==> config.mk <==
export PLATFORM = sky130hd
export DESIGN_NAME = dmem_arbiter
export DESIGN_NICKNAME = d
export VERILOG_FILES = /design/src/rtl/dmem_arbiter.sv
export SDC_FILE = /design/constraint.sdc
export NUM_CORES = 1
export LEC_CHECK = 0
export CORE_AREA = 3 3 104 106
export DETAILED_ROUTE_END_ITERATION = 16
export DIE_AREA = 0 0 107 109
export DONT_BUFFER_PORTS = 1
export PLACE_DENSITY = 0.71
export SLEW_MARGIN = 20
export SYNTH_ARGS = -nofsm -noshare
export SYNTH_HDL_FRONTEND = slang
export SYNTH_SLANG_ARGS = --single-unit
==> constraint.sdc <==
create_clock -name clk -period 4.2 [get_ports clk]
set_input_delay 0.84 -clock clk [delete_from_list [all_inputs] [get_ports clk]]
set_output_delay 0.84 -clock clk [all_outputs]
set_load 0.02 [all_outputs]
==> src/rtl/dmem_arbiter.sv <==
// Two-port round-robin arbiter in front of a single-ported 32-bit data memory.
// Latency: req sampled at edge N, memory driven in cycle N+1, ack/rdata/err in cycle N+2.
// Backpressure: one transaction per 3 cycles; requests are ignored outside IDLE and must be held until ack.
module dmem_arbiter #(
  parameter int NUM_WORDS = 32,
  parameter int IDX_W     = 5
) (
  input  logic        clk,
  input  logic        rst_n,
  input  logic        req0,
  input  logic        req1,
  input  logic        we0,
  input  logic        we1,
  input  logic [31:0] addr0,
  input  logic [31:0] addr1,
  input  logic [31:0] wdata0,
  input  logic [31:0] wdata1,
  output logic        ack0,
  output logic        ack1,
  output logic [31:0] rdata,
  output logic        err,
  output logic        busy,
  output logic        mem_read_flag,
  output logic        mem_write_flag,
  output logic [31:0] mem_addr,
  output logic [31:0] mem_val,
  input  logic [31:0] mem_read_out
);

  localparam logic [1:0] S_IDLE   = 2'd0;
  localparam logic [1:0] S_ACCESS = 2'd1;
  localparam logic [1:0] S_RESP   = 2'd2;

  logic [1:0]  state_q, state_d;
  logic        last_grant_q, last_grant_d;
  logic        port_q, port_d;
  logic        we_q, we_d;
  logic [31:0] addr_q, addr_d;
  logic [31:0] wdata_q, wdata_d;
  logic [31:0] rdata_q, rdata_d;

  logic        gnt_port;
  logic        addr_ok;

  // Tie goes to the port that did not win last; otherwise whoever is asking.
  // Word-aligned and below NUM_WORDS*4 (NUM_WORDS is 2**IDX_W, so upper bits must be clear).
  always_comb begin
    gnt_port = (req0 && req1) ? ~last_grant_q : req1;
    addr_ok  = (addr_q[1:0] == 2'b00) && (addr_q[31:IDX_W+2] == '0);
  end

  // Transaction sequencing: latch the winner in IDLE, sample read data leaving ACCESS.
  always_comb begin
    state_d      = state_q;
    last_grant_d = last_grant_q;
    port_d       = port_q;
    we_d         = we_q;
    addr_d       = addr_q;
    wdata_d      = wdata_q;
    rdata_d      = rdata_q;
    case (state_q)
      S_IDLE: begin
        if (req0 || req1) begin
          port_d       = gnt_port;
          last_grant_d = gnt_port;
          we_d         = gnt_port ? we1    : we0;
          addr_d       = gnt_port ? addr1  : addr0;
          wdata_d      = gnt_port ? wdata1 : wdata0;
          state_d      = S_ACCESS;
        end
      end
      S_ACCESS: begin
        // Writes and rejected accesses report zero read data.
        rdata_d = (addr_ok && !we_q) ? mem_read_out : 32'h0;
        state_d = S_RESP;
      end
      S_RESP:  state_d = S_IDLE;
      default: state_d = S_IDLE;
    endcase
  end

  // State and latched request registers; reset aborts any transaction in flight.
  always_ff @(posedge clk or negedge rst_n) begin
    if (!rst_n) begin
      state_q      <= S_IDLE;
      last_grant_q <= 1'b1;
      port_q       <= 1'b0;
      we_q         <= 1'b0;
      addr_q       <= 32'h0;
      wdata_q      <= 32'h0;
      rdata_q      <= 32'h0;
    end else begin
      state_q      <= state_d;
      last_grant_q <= last_grant_d;
      port_q       <= port_d;
      we_q         <= we_d;
      addr_q       <= addr_d;
      wdata_q      <= wdata_d;
      rdata_q      <= rdata_d;
    end
  end

  // Output decode: flags only in ACCESS with a legal address, ack/err only in RESP.
  always_comb begin
    mem_write_flag = (state_q == S_ACCESS) && addr_ok && we_q;
    mem_read_flag  = (state_q == S_ACCESS) && addr_ok && !we_q;
    mem_addr       = addr_q;
    mem_val        = wdata_q;
    ack0           = (state_q == S_RESP) && !port_q;
    ack1           = (state_q == S_RESP) && port_q;
    err            = (state_q == S_RESP) && !addr_ok;
    busy           = (state_q != S_IDLE);
    rdata          = rdata_q;
  end

endmodule

==> metrics.md, run 1 <==
| Metric | Value |
|---|---|
| GR Overflow Total | 0 |
| Synth Instances | approximately 390 |
| First-pass GRT wire length | 19,000 um |
| Sequential cell area | between 2000 and 3000 um^2 |
| Routed wl met2 | approximately 6700 um |
| Starting DRT DRC Count | 166 |
| Max transition margin | 39.4% |
| Post-cts sizing count | 0 |
| Startpoint Class | flip-flop |
| Vias in the first global route | approximately 3.4k |
| Worst Max-Slew Pin Slew | 909 ps |
| Syn Nets | 551 |
| Max IR drop VDD | around 0.00034 V |
| Crit end category | output port |
| Die X | 107 um |
| Synth cell types | 29 |
| Clock buffer depth | 2 |
| Final Instance Area | 5620 um^2 |
| Top cells by area, synth | dfrtp_1 46%, mux2_2 18%, mux2_4 13% |
| Initial Util | 54.6% |
| Die height | 109 um |
| Final WL | between 10,000 and 15,000 um |
| Post-route ant nets | 0 |
| Final Hold Viols | 0 |
| Worst min path class | primary input to async pin |
| FF+latch count, synth | 101 |
| Total power | 3.94 mW |
| First drt pass iteration count | 4 |
| Pleak | 2.30 nW |
| Post-Syn Area | 5390 um^2 |
| Clk Tree Root Cell | clkbuf_8 |
| Hold Buf Count CTS | 0 |
| Final weighted congestion in routability-driven placement | about 0.77 |
| RSZ-0062 raised after global routing | false |
| Share of the synthesized area in the top cell type | around 46% |
| Finish-stage setup viols | 0 |
| Sequential fraction of the synthesis area | roughly 47% |
| Final worst-path cycle share | roughly 74% |
| Syn. warnings | 0 |
| Clk_skew | 13.2 ps |
| Worst skew pair latency | between 300 and 400 ps |
| Per-cell routed wire length | 25.3 um |
| Fmax | 0.323 GHz |
| Syn_area_per_cell | 14.0 um^2 |
| Drc violations | 0 |
| Area of the core | 9860 um^2 |
| Input/output buffers | 0 |
| Depth of the CTS H-tree | 3 |
| Met1 wire length | 4710 um |
| Worst endpoint data arrival time | ~2300 ps |
| Hold Slack | about 160 ps |
| Antenna cells | 0 |
| Initial antenna violation count | 0 |
| Number of max-cap violations | 0 |
| Highest metal used | met4 |
| DR vias | 3,211 |
| Total negative slack | 0 ps |
| CTS tree | built |
| Crit path max fanout | 11 |
| Status | complete, no violations |
| Layout cells sized above 1 | 51.2% |
| Row Count | 36 |
| Area of the multi-input gates | 2630 um^2 |
| Clk slew on worst S/H paths | 100 ps |
| Final nets | 538 |
| Fillers | 806 |
| Largest net degree at the start of global routing | 102 |
| Post-DP HPWL | 9310 um |
| TritonCTS Buffers | 9 |
| Post-synth top area cell | dfrtp_1 |
| Post-CTS Setup Repair Bufs | 0 |
| Slew Limit Fails | 0 |
| Critical path class | flip-flop to output port |
| Post-layout min period | between 3000 and 4000 ps |
| Ports | around 270 |
| Layout area overhead | 4.36% |
| GRT Util Overall | 21.5% |
| Critical Path RT | 3360 ps |
| Total clock sinks | a little over 100 |
| DP Area | roughly 5400 um^2 |
| Pwr Density | approximately 700 nW/um^2 |
| DR vias/cell | 6.30 |
| Met3 routed WL | 1200 um |
| Die Area | 11,700 um^2 |
registers in the layout (all words and copies together), names as in the netlist:
signal and flops:
last_grant_q 1, mem_val 32, port_q 1, rdata 32, we_q 1, mem_addr 32
state_q 2
synth_stat cells (all sizes together):
master  instances
nor2            2
dfrtp         100
clkbuf         10
nand2b          1
or2             1
o211a           1
nand4           1
and3            1
o31ai          32
nand3           1
nor3            2
mux2          132
inv             2
a21boi          1
nor4            7
buf            23
nand4b         32
dfstp           1
nor3b           1
nand2          34
worst max-delay path, cell delays in order (launching register included):
cell and delay (ps):
dfrtp_1 490, nor4_2 410, nand4_2 430, nor4_1 380, buf_4 190
placed cells by master (no fill, tap or decap), drive strengths merged:
| cell type | count |
|---|---|
| mux2 | 132 |
| dfrtp | 100 |
| nand2 | 34 |
| nand4b | 32 |
| o31ai | 32 |
| clkbuf | 12 |
| buf | 9 |
| nor4 | 7 |
| bufinv | 2 |
| nor3 | 2 |
| inv | 2 |
| nor2 | 2 |
| or2 | 1 |
| nand4 | 1 |
| nand3 | 1 |
| nand2b | 1 |
| nor3b | 1 |
| and3 | 1 |
| o211a | 1 |
| a21boi | 1 |
| clkinv | 1 |
| clkinvlp | 1 |
| dfstp | 1 |
routing by layer:
metal / GRT usage (%) / vias to the layer above
met3: 6.81 / 16
met1: 25.6 / 1617
met5: 0 / -
met2: 36.3 / 184
met4: 8.58 / 0
li1: - / 1394
path summary, 6_finish.rpt:
| path | cells after the start | slack, ps | to | start |
|---|---|---|---|---|
| min in group clk | 1 | 550 | port_q$_DFFE_PN0P_ | port_q$_DFFE_PN0P_ |
| max | 4 | 1100 | mem_read_flag | mem_addr[15]$_DFFE_PN0P_ |
| min reg2reg | 1 | 550 | port_q$_DFFE_PN0P_ | port_q$_DFFE_PN0P_ |
| max reg2reg | 4 | 1800 | rdata[6]$_DFFE_PN0N_ | mem_addr[22]$_DFFE_PN0P_ |
| min | 0 | 160 | rdata[16]$_DFFE_PN0N_ | rst_n |
| max in group asynchronous | 0 | 3830 | last_grant_q$_DFFE_PN1P_ | rst_n |
logic make-up (layout without fill, tap and decap cells):
kind of cell,count (synthesis),in the layout,synth area share [%]
AOI/OAI and AO/OA,34,34,7.55
buffers and inverters,35,27,4.46
DFF,101,101,46.9
muxes,132,132,30.9
and+or+nand+nor,83,83,10.2
cell type report:
cell class,count,share of cell area [%]
clock buffers,12,2.40
clock inverters,4,1.29
inverters,2,0.133
multi-input cells,249,46.8
flip-flops and latches,101,45.0
well taps,133,2.96
repair buffers,9,1.42
metrics by stage:
| step | std cells | setup slack, ps | util (%) |
|---|---|---|---|
| final | 510 | 1100 | 57.0 |
| after global routing | 510 | 929 | 57.0 |
| after CTS | 510 | 1070 | 57.0 |
| after detailed placement | 494 | 1480 | 54.9 |
| after global placement | 494 | 1440 | 54.9 |
| after floorplan | 385 | 1590 | - |
report_power, final:
| group | switching (mW) | total [mW] | internal (mW) |
|---|---|---|---|
| logic | 0.502 | 1.18 | 0.676 |
| registers | 0.779 | 2.09 | 1.31 |
| clock network | 0.332 | 0.668 | 0.336 |
No activity file was read; power rests on OpenSTA's default activity.
==> run 2: changes to the inputs <==
--- a/config.mk
+++ b/config.mk
@@ -5,11 +5,11 @@
 export SDC_FILE = /design/constraint.sdc
 export NUM_CORES = 1
 export LEC_CHECK = 0
-export CORE_AREA = 3 3 104 106
+export CORE_AREA = 3 3 102 104
 export DETAILED_ROUTE_END_ITERATION = 16
-export DIE_AREA = 0 0 107 109
+export DIE_AREA = 0 0 105 107
 export DONT_BUFFER_PORTS = 1
-export PLACE_DENSITY = 0.71
+export PLACE_DENSITY = 0.73
 export SLEW_MARGIN = 20
 export SYNTH_ARGS = -nofsm -noshare
 export SYNTH_HDL_FRONTEND = slang
==> constraint.sdc (replaced) <==
create_clock -name clk -period 2.9 [get_ports clk]
set_input_delay 0.58 -clock clk [delete_from_list [all_inputs] [get_ports clk]]
set_output_delay 0.58 -clock clk [all_outputs]
set_load 0.02 [all_outputs]
==> run 2 against run 1 <==
Net effect: the run now ends with negative hold slack left; count of clock-buffer cells in the layout grew 1; via count shrank 0.40%; utilization grew 1.1 points; routed wire length shrank 3.0%; final cell count grew 0.39%; setup slack lost 880 ps; sequential power grew 45%; global-route usage grew 0.29 points; critical path type unchanged.
==> metrics.md, run 2 (synthesized netlist as in run 1, its figures left out) <==
| Metric | Value |
|---|---|
| Status | finished with violations |
| Failing checks | negative hold slack |
| Die height | 107 um (-1.8%) |
| Layout area overhead | 3.88% |
| Worst skew pair latency | 360 ps (about the same) |
| Pleak | 2.30 nW (-0.17%) |
| Critical Path RT | 2320 ps (-1040 ps) |
| Crit path max fanout | 3 (-8) |
| Post-route ant nets | 0 (unchanged) |
| RSZ-0062 raised after global routing | false |
| Clock buffer depth | 2 (unchanged) |
| Worst Max-Slew Pin Slew | 887 ps (-21.8 ps) |
| Hold Slack | -83.1 ps (-239 ps) |
| Worst path cell trace | nor4_1, nand3_1, nor4_1, buf_4 |
| Total clock sinks | 101 (unchanged) |
| First drt pass iteration count | 4 (unchanged) |
| Max transition margin | 40.9% (+1.5 points) |
| Drc violations | 0 (unchanged) |
| Worst path slowest cell | nor4_1 |
| Final nets | 541 (+0.56%) |
| Layout cells sized above 1 | 51.5% (+0.26 points) |
| Die X | 105 um (-1.9%) |
| Most used cell, CP | nor4_1 |
| Worst min path class | primary input to async pin |
| Initial antenna violation count | 0 (unchanged) |
| Clk slew on worst S/H paths | 80 ps (-20 ps) |
| Final WL | 12,500 um (-3.0%) |
| Clk_skew | 12.1 ps (-1.13 ps) |
| Buffers & Inverters on Critical Path | 1 (unchanged) |
| Max IR drop VDD | 0.000483 V (+43%) |
| Ports | 268 (unchanged) |
| Critical path class | flip-flop to output port |
| Slew Limit Fails | 0 (unchanged) |
| Die Area | 11,200 um^2 (-3.7%) |
| Number of max-cap violations | 0 (unchanged) |
| Antenna cells | 0 (unchanged) |
| DP Area | 5440 um^2 (+0.42%) |
| Area of the core | 9640 um^2 (-2.3%) |
| Crit end category | output port |
| Final Hold Viols | 100 (+100) |
| Total negative slack | 0 ps (unchanged) |
| TritonCTS Buffers | 9 (unchanged) |
| Post-layout min period | 2680 ps |
| Delay-heaviest family, CP | simple AND/OR/NAND/NOR gates |
| Clk Tree Root Cell | clkbuf_8 |
| GR Overflow Total | 0 (unchanged) |
| Commonest non-fill, non-tap cell in the layout | dfrtp_1 |
| Final Instance Area | 5600 um^2 (-0.47%) |
| Finish-stage setup viols | 0 (unchanged) |
| Vias in the first global route | 3,353 (-0.42%) |
| CP max stage delay | 520 ps (+30 ps) |
| Final weighted congestion in routability-driven placement | 0.743 (-3.8%) |
| Initial Util | 55.9% (+1.3 points) |
| Largest net degree at the start of global routing | 102 (unchanged) |
| First-pass GRT wire length | 19,000 um (+0.33%) |
| CTS tree | built |
| Input/output buffers | 0 (unchanged) |
| Fillers | 801 (-0.62%) |
| Post-DP HPWL | 9150 um (-1.7%) |
| Per-cell routed wire length | 24.4 um (-3.4%) |
| Row Count | 36 (unchanged) |
| DR vias | 3,198 (-0.40%) |
| Sequential cell area | 2530 um^2 (unchanged) |
| Util after Layout | 58.1% (+1.1 points) |
| DR vias/cell | 6.25 (-0.79%) |
| Depth of the CTS H-tree | 3 (unchanged) |
| Startpoint Class | flip-flop |
| Fmax | 0.373 GHz |
| Worst endpoint data arrival time | 2100 ps (-160 ps) |
| Area of the multi-input gates | 2630 um^2 (unchanged) |
| Final worst-path cycle share | 92.4% |
| Starting DRT DRC Count | 154 (-7.2%) |
| R2R Setup Slk | 930 ps (-870 ps) |
| Most frequent cells in the layout | 100 x dfrtp_1, 85 x mux2_2, 47 x mux2_4 |
| GRT Util Overall | 21.8% (+0.29 points) |
| Pwr Density | 986 nW/um^2 (+41%) |
run 2: changes by cell type in the layout (fill, tap and decap cells not counted):
cell	change
buf_4	+3
bufinv_16	-2
clkinvlp_4	-1
clkinv_2	+1
clkbuf_8	+1
run 2: through the flow:
step                      hold slack [ps]  std cells  power (mW)  worst slack [ps]
after floorplan                       284        385        4.42               547
after global placement                287        497        4.71               508
after detailed placement              287        497        4.78               506
after CTS                            -108        512        5.57               108
after global routing                 -119        512        5.80              79.4
final                               -83.1        512        5.52               221
run 2: what timing repair did:
action	in CTS	in global routing
setup endpoints to repair	0	0
resized for setup	0	0
hold endpoints to repair	100	100
buffers inserted	0	0
run 2: worst paths after layout:
path | depth (start not counted) | to | from
worst min-delay path | 0 | mem_val[20]$_DFFE_PN0P_ | rst_n
worst min register to register | 1 | port_q$_DFFE_PN0P_ | port_q$_DFFE_PN0P_
worst max register to register | 4 | mem_val[9]$_DFFE_PN0P_ | state_q[1]$_DFFE_PN0P_
min in group clk | 2 | rdata[31]$_DFFE_PN0N_ | mem_read_out[31]
worst max-delay path | 4 | mem_read_flag | mem_addr[22]$_DFFE_PN0P_
max in group asynchronous | 0 | last_grant_q$_DFFE_PN1P_ | rst_n
run 2: routing by layer:
layer  part of all wire [%]  GRT usage, %  routed length (um)
met3                    9.5          7.65                1190
met4                    1.4          7.31                 178
met5                      0             0                   0
met1                     37          26.0                4670
met2                     52          36.7                6450
run 2: power breakdown:
| part | internal (mW) | switching [mW] |
|---|---|---|
| logic | 0.987 | 0.719 |
| registers | 1.90 | 1.12 |
| clock network | 0.331 | 0.455 |
| total | 3.22 | 2.29 |
run 2: cell type report:
type	count	area share, %
multi-input cells	249	47.0
clock inverters	2	0.179
inverters	2	0.134
repair buffers	12	1.83
well taps	133	2.97
flip-flops and latches	101	45.2
clock buffers	13	2.66
==> RTL change 1, RTL diff (config.mk and constraints of run 2) <==
Put a register stage on the output `mem_read_flag`, with the module's reset. The value now appears one clock later. The other outputs are not delayed to match.
--- a/src/rtl/dmem_arbiter.sv
+++ b/src/rtl/dmem_arbiter.sv
@@ -31,4 +31,6 @@
   localparam logic [1:0] S_ACCESS = 2'd1;
   localparam logic [1:0] S_RESP   = 2'd2;
+
+  logic mem_read_flag_d;
 
   logic [1:0]  state_q, state_d;
@@ -104,5 +106,5 @@
   always_comb begin
     mem_write_flag = (state_q == S_ACCESS) && addr_ok && we_q;
-    mem_read_flag  = (state_q == S_ACCESS) && addr_ok && !we_q;
+    mem_read_flag_d = (state_q == S_ACCESS) && addr_ok && !we_q;
     mem_addr       = addr_q;
     mem_val        = wdata_q;
@@ -114,4 +116,12 @@
   end
 
+  always_ff @(posedge clk or negedge rst_n) begin
+    if (!rst_n) begin
+      mem_read_flag <= '0;
+    end else begin
+      mem_read_flag <= mem_read_flag_d;
+    end
+  end
+
 endmodule
 
Formal check against the unedited RTL: not equivalent (Yosys sat finds a counterexample within 4 cycles, from zero or initial values and one cycle with rst_n low).
==> RTL change 1 against run 2 <==
The run still ends with negative hold slack left; setup slack gained 0.089 ns; critical path depth unchanged; wire length decreased by 1.3%; final area grew 1.0%; final cell count is the same; total power rose by 1.4%; via count decreased by 1.8%; core utilization rose by 0.60 points; sequential cell count up 1; global-route usage shrank 0.49 points; clock power rose by 7.3%; synthesized area is 0.46% higher; critical endpoint is now mem_write_flag; highest routed layer unchanged.
==> RTL change 1: results (changes against run 2) <==
Proportion of register bits with asynchronous set or reset after synthesis: 100% (unchanged). The minimum setup slack after placement was 0.644 ns (+0.139 ns); the starting DRC count in detailed routing was 152 (-1.3%). The area growth from synthesis to final layout was 4.46%. The cell count after placement was 496 (-0.20%); the number of iterations in the first detailed-routing pass was 4 (unchanged).

The run gives 0.516 mV (+6.9%) as the worst supply voltage drop on vdd. Counting instances in the post-synthesis netlist gives the leading cell types as dfrtp_1, mux2_2, mux2_4. The sequential share of the synthesized area was 47.2% (+0.25 points); the worst-skew pair later-pin latency was 0.36 ns (about the same). The flow ran to the end, but the final reports show violations. Normalized max-slew margin: 45.8% (+5.0 points). For the placer's final routability congestion estimate, the log shows 0.751 (+1.1%). The checks that failed: negative hold slack.

The routed via count is 3140 (-1.8%), and the complex-gate fraction of the synthesized area is 7.51% (-0.035 points). The H-tree depth is 3 (unchanged). The root buffer selected by CTS was clkbuf_8. The global-route wire length before repair was 18.7 mm (-1.7%). The cell class contributing the biggest share of worst-path delay was simple AND/OR/NAND/NOR gates.

The post-synthesis share of cell area spent on full adders, half adders and majority gates came out at 0% (unchanged). The data arrival time of the critical path was 2.01 ns (-0.09 ns). The fraction of synthesized cell area in xor and xnor cells is 0% (unchanged).

Number of library cell types mapped by synthesis: 29 (unchanged). Reported clock group power: 0.843 mW (+7.3%). The largest fanout of any net on the critical path was 7 (+4); the via count of the first global-routing pass was 3284 (-2.1%). The total global routing track utilization came out at 21.3% (-0.49 points). The total number of nets in the final design is 540 (-0.18%), and the clock transition time at the flip-flop clock pins of the worst setup and hold paths is 0.10 ns (+0.02 ns). The logs give 807 (+0.75%) for the number of inserted filler cells in the final layout and 0 (unchanged) for the number of antenna violations at the first check in global routing. The count of instances resized after the clock tree is built is 0 (unchanged), and the synthesized netlist net count is 552 (+0.18%). The tools report the cell area after placement as 5470 µm² (+0.64%).

In this design, the stage delay of the slowest critical-path cell is 0.51 ns. The worst hold margin was -0.0995 ns (-0.0163 ns). The post-synthesis mux area share is 30.7% (-0.14 points).

The ratio of cells with drive above 1 in the final layout was 51.7% (+0.26 points); the leakage power summed over all cells was 2.33 nW (+1.2%). The port buffer count was 0 (unchanged). The average wire per standard cell was 24.1 µm (-1.3%).

By area the synthesized netlist is led by dfrtp_1, mux2_2, mux2_4. For the count of inserted antenna diode cells, the log shows 0 (unchanged). The main flop type after synthesis was dfrtp_1. The total internal power was 3.27 mW (+1.5%); the maximum number of pins on one net before global-route repair was 103 (+0.98%). Combinational group share of total power: 31.7% (+0.8 points). The total power per unit cell area was 989 nW/µm² (+0.40%); the Yosys warning count was 0 (unchanged). The synthesized area divided by synthesized cell count was 14.0 µm² (+0.20%). On the critical path, the stage with the largest delay is an instance of dfrtp_1. The total CTS buffers is 9 (unchanged), and the final setup skew is 0.0159 ns (+0.00379 ns). The total count of hold-check failures in the final report is 101 (+1.0%). Half-perimeter wire length after placement: 9.03 mm (-1.3%).
-- RTL change 1: changes by cell type after synthesis --
cell | before | now
dfrtp_1 | 100 | 101
-- RTL change 1: cells by family after synthesis --
| family | Yosys count |
|---|---|
| DFF | 102 |
| buffers and inverters | 35 |
| muxes | 132 |
| and+or+nand+nor | 83 |
| AOI/OAI and AO/OA | 34 |
-- RTL change 1: layout make-up --
type | instances | area share [%]
clock buffers | 11 | 2.50
well taps | 133 | 2.94
multi-input cells | 249 | 46.6
inverters | 2 | 0.133
clock inverters | 5 | 0.708
flip-flops and latches | 102 | 45.2
repair buffers | 10 | 1.99
-- RTL change 1: what timing repair did --
item,4_1_cts,5_1_grt
setup endpoints to repair,0,0
endpoints found under the hold margin,101,101
setup buffers,0,0
-- RTL change 1: path summary, 6_finish.rpt --
check	start	end	slack (ns)	cells past startpoint
setup / recovery	mem_addr[15]$_DFFE_PN0P_	mem_write_flag	0.31	4
hold / removal	rst_n	rdata[16]$_DFFE_PN0N_	-0.1	0
setup reg to reg	state_q[1]$_DFFE_PN0P_	mem_addr[27]$_DFFE_PN0P_	0.83	4
hold reg to reg	port_q$_DFFE_PN0P_	port_q$_DFFE_PN0P_	0.56	1
max in group asynchronous	rst_n	last_grant_q$_DFFE_PN1P_	2.79	0
min in group clk	mem_read_out[31]	rdata[31]$_DFFE_PN0N_	0.37	2
-- RTL change 1: per-layer routing --
metal	wire length [µm]	share of wire (%)	vias up	GRT usage, %
li1	-	-	1404	-
met3	1240	10	14	7.59
met2	6170	50	178	35.0
met5	0	0	-	0
met4	182	1.5	0	7.59
met1	4730	38	1544	26.0
-- RTL change 1: worst register-to-register path, cell delays in order, from the launching register on --
cell     delay (ns)
dfrtp_1        0.42
or2_1          0.37
nor2_4         0.38
buf_12         0.36
mux2_2         0.43
==> RTL change 2, RTL diff (settings of run 2) <==
Made on the original files. The parameter `IDX_W` goes from 5 to 6.
--- a/src/rtl/dmem_arbiter.sv
+++ b/src/rtl/dmem_arbiter.sv
@@ -4,5 +4,5 @@
 module dmem_arbiter #(
   parameter int NUM_WORDS = 32,
-  parameter int IDX_W     = 5
+  parameter int IDX_W     = 6
 ) (
   input  logic        clk,
Behaviour: not the same (a bounded check fails within 4 cycles, from zero or initial values and one cycle with rst_n low).
==> RTL change 2 against run 2 <==
Synthesized cell count unchanged; sequential cell count unchanged; total power decreased by 2.0%; non-clock buffer count unchanged; setup slack got worse by 0.040 ns; synthesized area decreased by 4.2%; wire length decreased by 2.0%; final cell count unchanged; final area decreased by 2.1%; critical path type unchanged; largest cell class is now sequential cells; highest routed layer unchanged.
==> RTL change 2: results (changes against run 2) <==
The run gives 49.0% (+2.1 points) as the sequential share of the synthesized area. The tools report the global-route wire length before repair as 18.6 mm (-2.1%). The slowest stage of the critical path is the dfrtp_1 cell. Worst-margin pin slew: 0.939 ns (+0.0523 ns). The final setup skew came out at 0.00835 ns (-0.00376 ns). Ratio of cells with drive above 1 in the final layout: 51.7% (+0.26 points). In this run the worst setup path terminates at mem_write_flag. The cell area after placement came out at 5250 µm² (-3.5%).

In this run the worst setup path begins at mem_addr[1]$_DFFE_PN0P_. Sorting the synthesized cells by how often they occur yields mux2_2, dfrtp_1, nand2_1. The power after layout came out at 5.41 mW (-2.0%). Starting DRC count in detailed routing: 170 (+10%).

For the aggregate routed wire length, the log shows 12.2 mm (-2.0%). The number of library cell types mapped by synthesis is 27 (-6.9%), and the largest fanout of any net on the critical path is 18 (+15). Register-to-register setup slack: 0.79 ns (-0.14 ns). The run finished with clean final reports. By area the synthesized netlist is led by dfrtp_1, mux2_2, o31ai_2. The end of the worst register-to-register path is rdata[31]$_DFFE_PN0N_. The startpoint identified for the worst register-to-register timing path is mem_addr[18]$_DFFE_PN0P_. Total global routing track utilization: 21.3% (-0.49 points).

Complex-gate fraction of the synthesized area: 7.81% (+0.26 points). The total internal power is 3.15 mW (-2.1%). The run gives 55.7% (+0.9 points) as the sequential cell fraction of total power. The tools report the worst supply voltage drop on vdd as 0.592 mV (+22%). The post-synthesis mux area share came out at 28.8% (-2.1 points).
## RTL change 2: changes by cell type after synthesis, moves of 2 or more
cell           run 2  this run
mux2_4            47         0
buf_1              0         2
nor4_2             4         0
buf_4              4         2
nor4_1             3         6
buf_2              9        12
mux2_2            85       132
buf_8              2         0
## RTL change 2: layout make-up
cell class | count | area [µm²]
Fill cell | 801 | 4160
Sequential cell | 101 | 2530
Tap cell | 133 | 166
Inverter | 2 | 7.51
Clock buffer | 14 | 173
Timing Repair Buffer | 12 | 135
Multi-Input combinational cell | 249 | 2460
Clock inverter | 1 | 5.00
## RTL change 2: metal layers
metal  wire length (µm)  track usage (%)
met1               4400             23.8
met2               6470             36.8
met3               1090             7.10
met4                283             9.84
met5                  0                0
## RTL change 2: through the flow
step / utilization, % / cells
6_report: 56.9 / 512
5_1_grt: 56.9 / 512
4_1_cts: 56.3 / 511
3_5_place_dp: 54.4 / 496
3_3_place_gp: 54.4 / 496
2_1_floorplan: - / 385
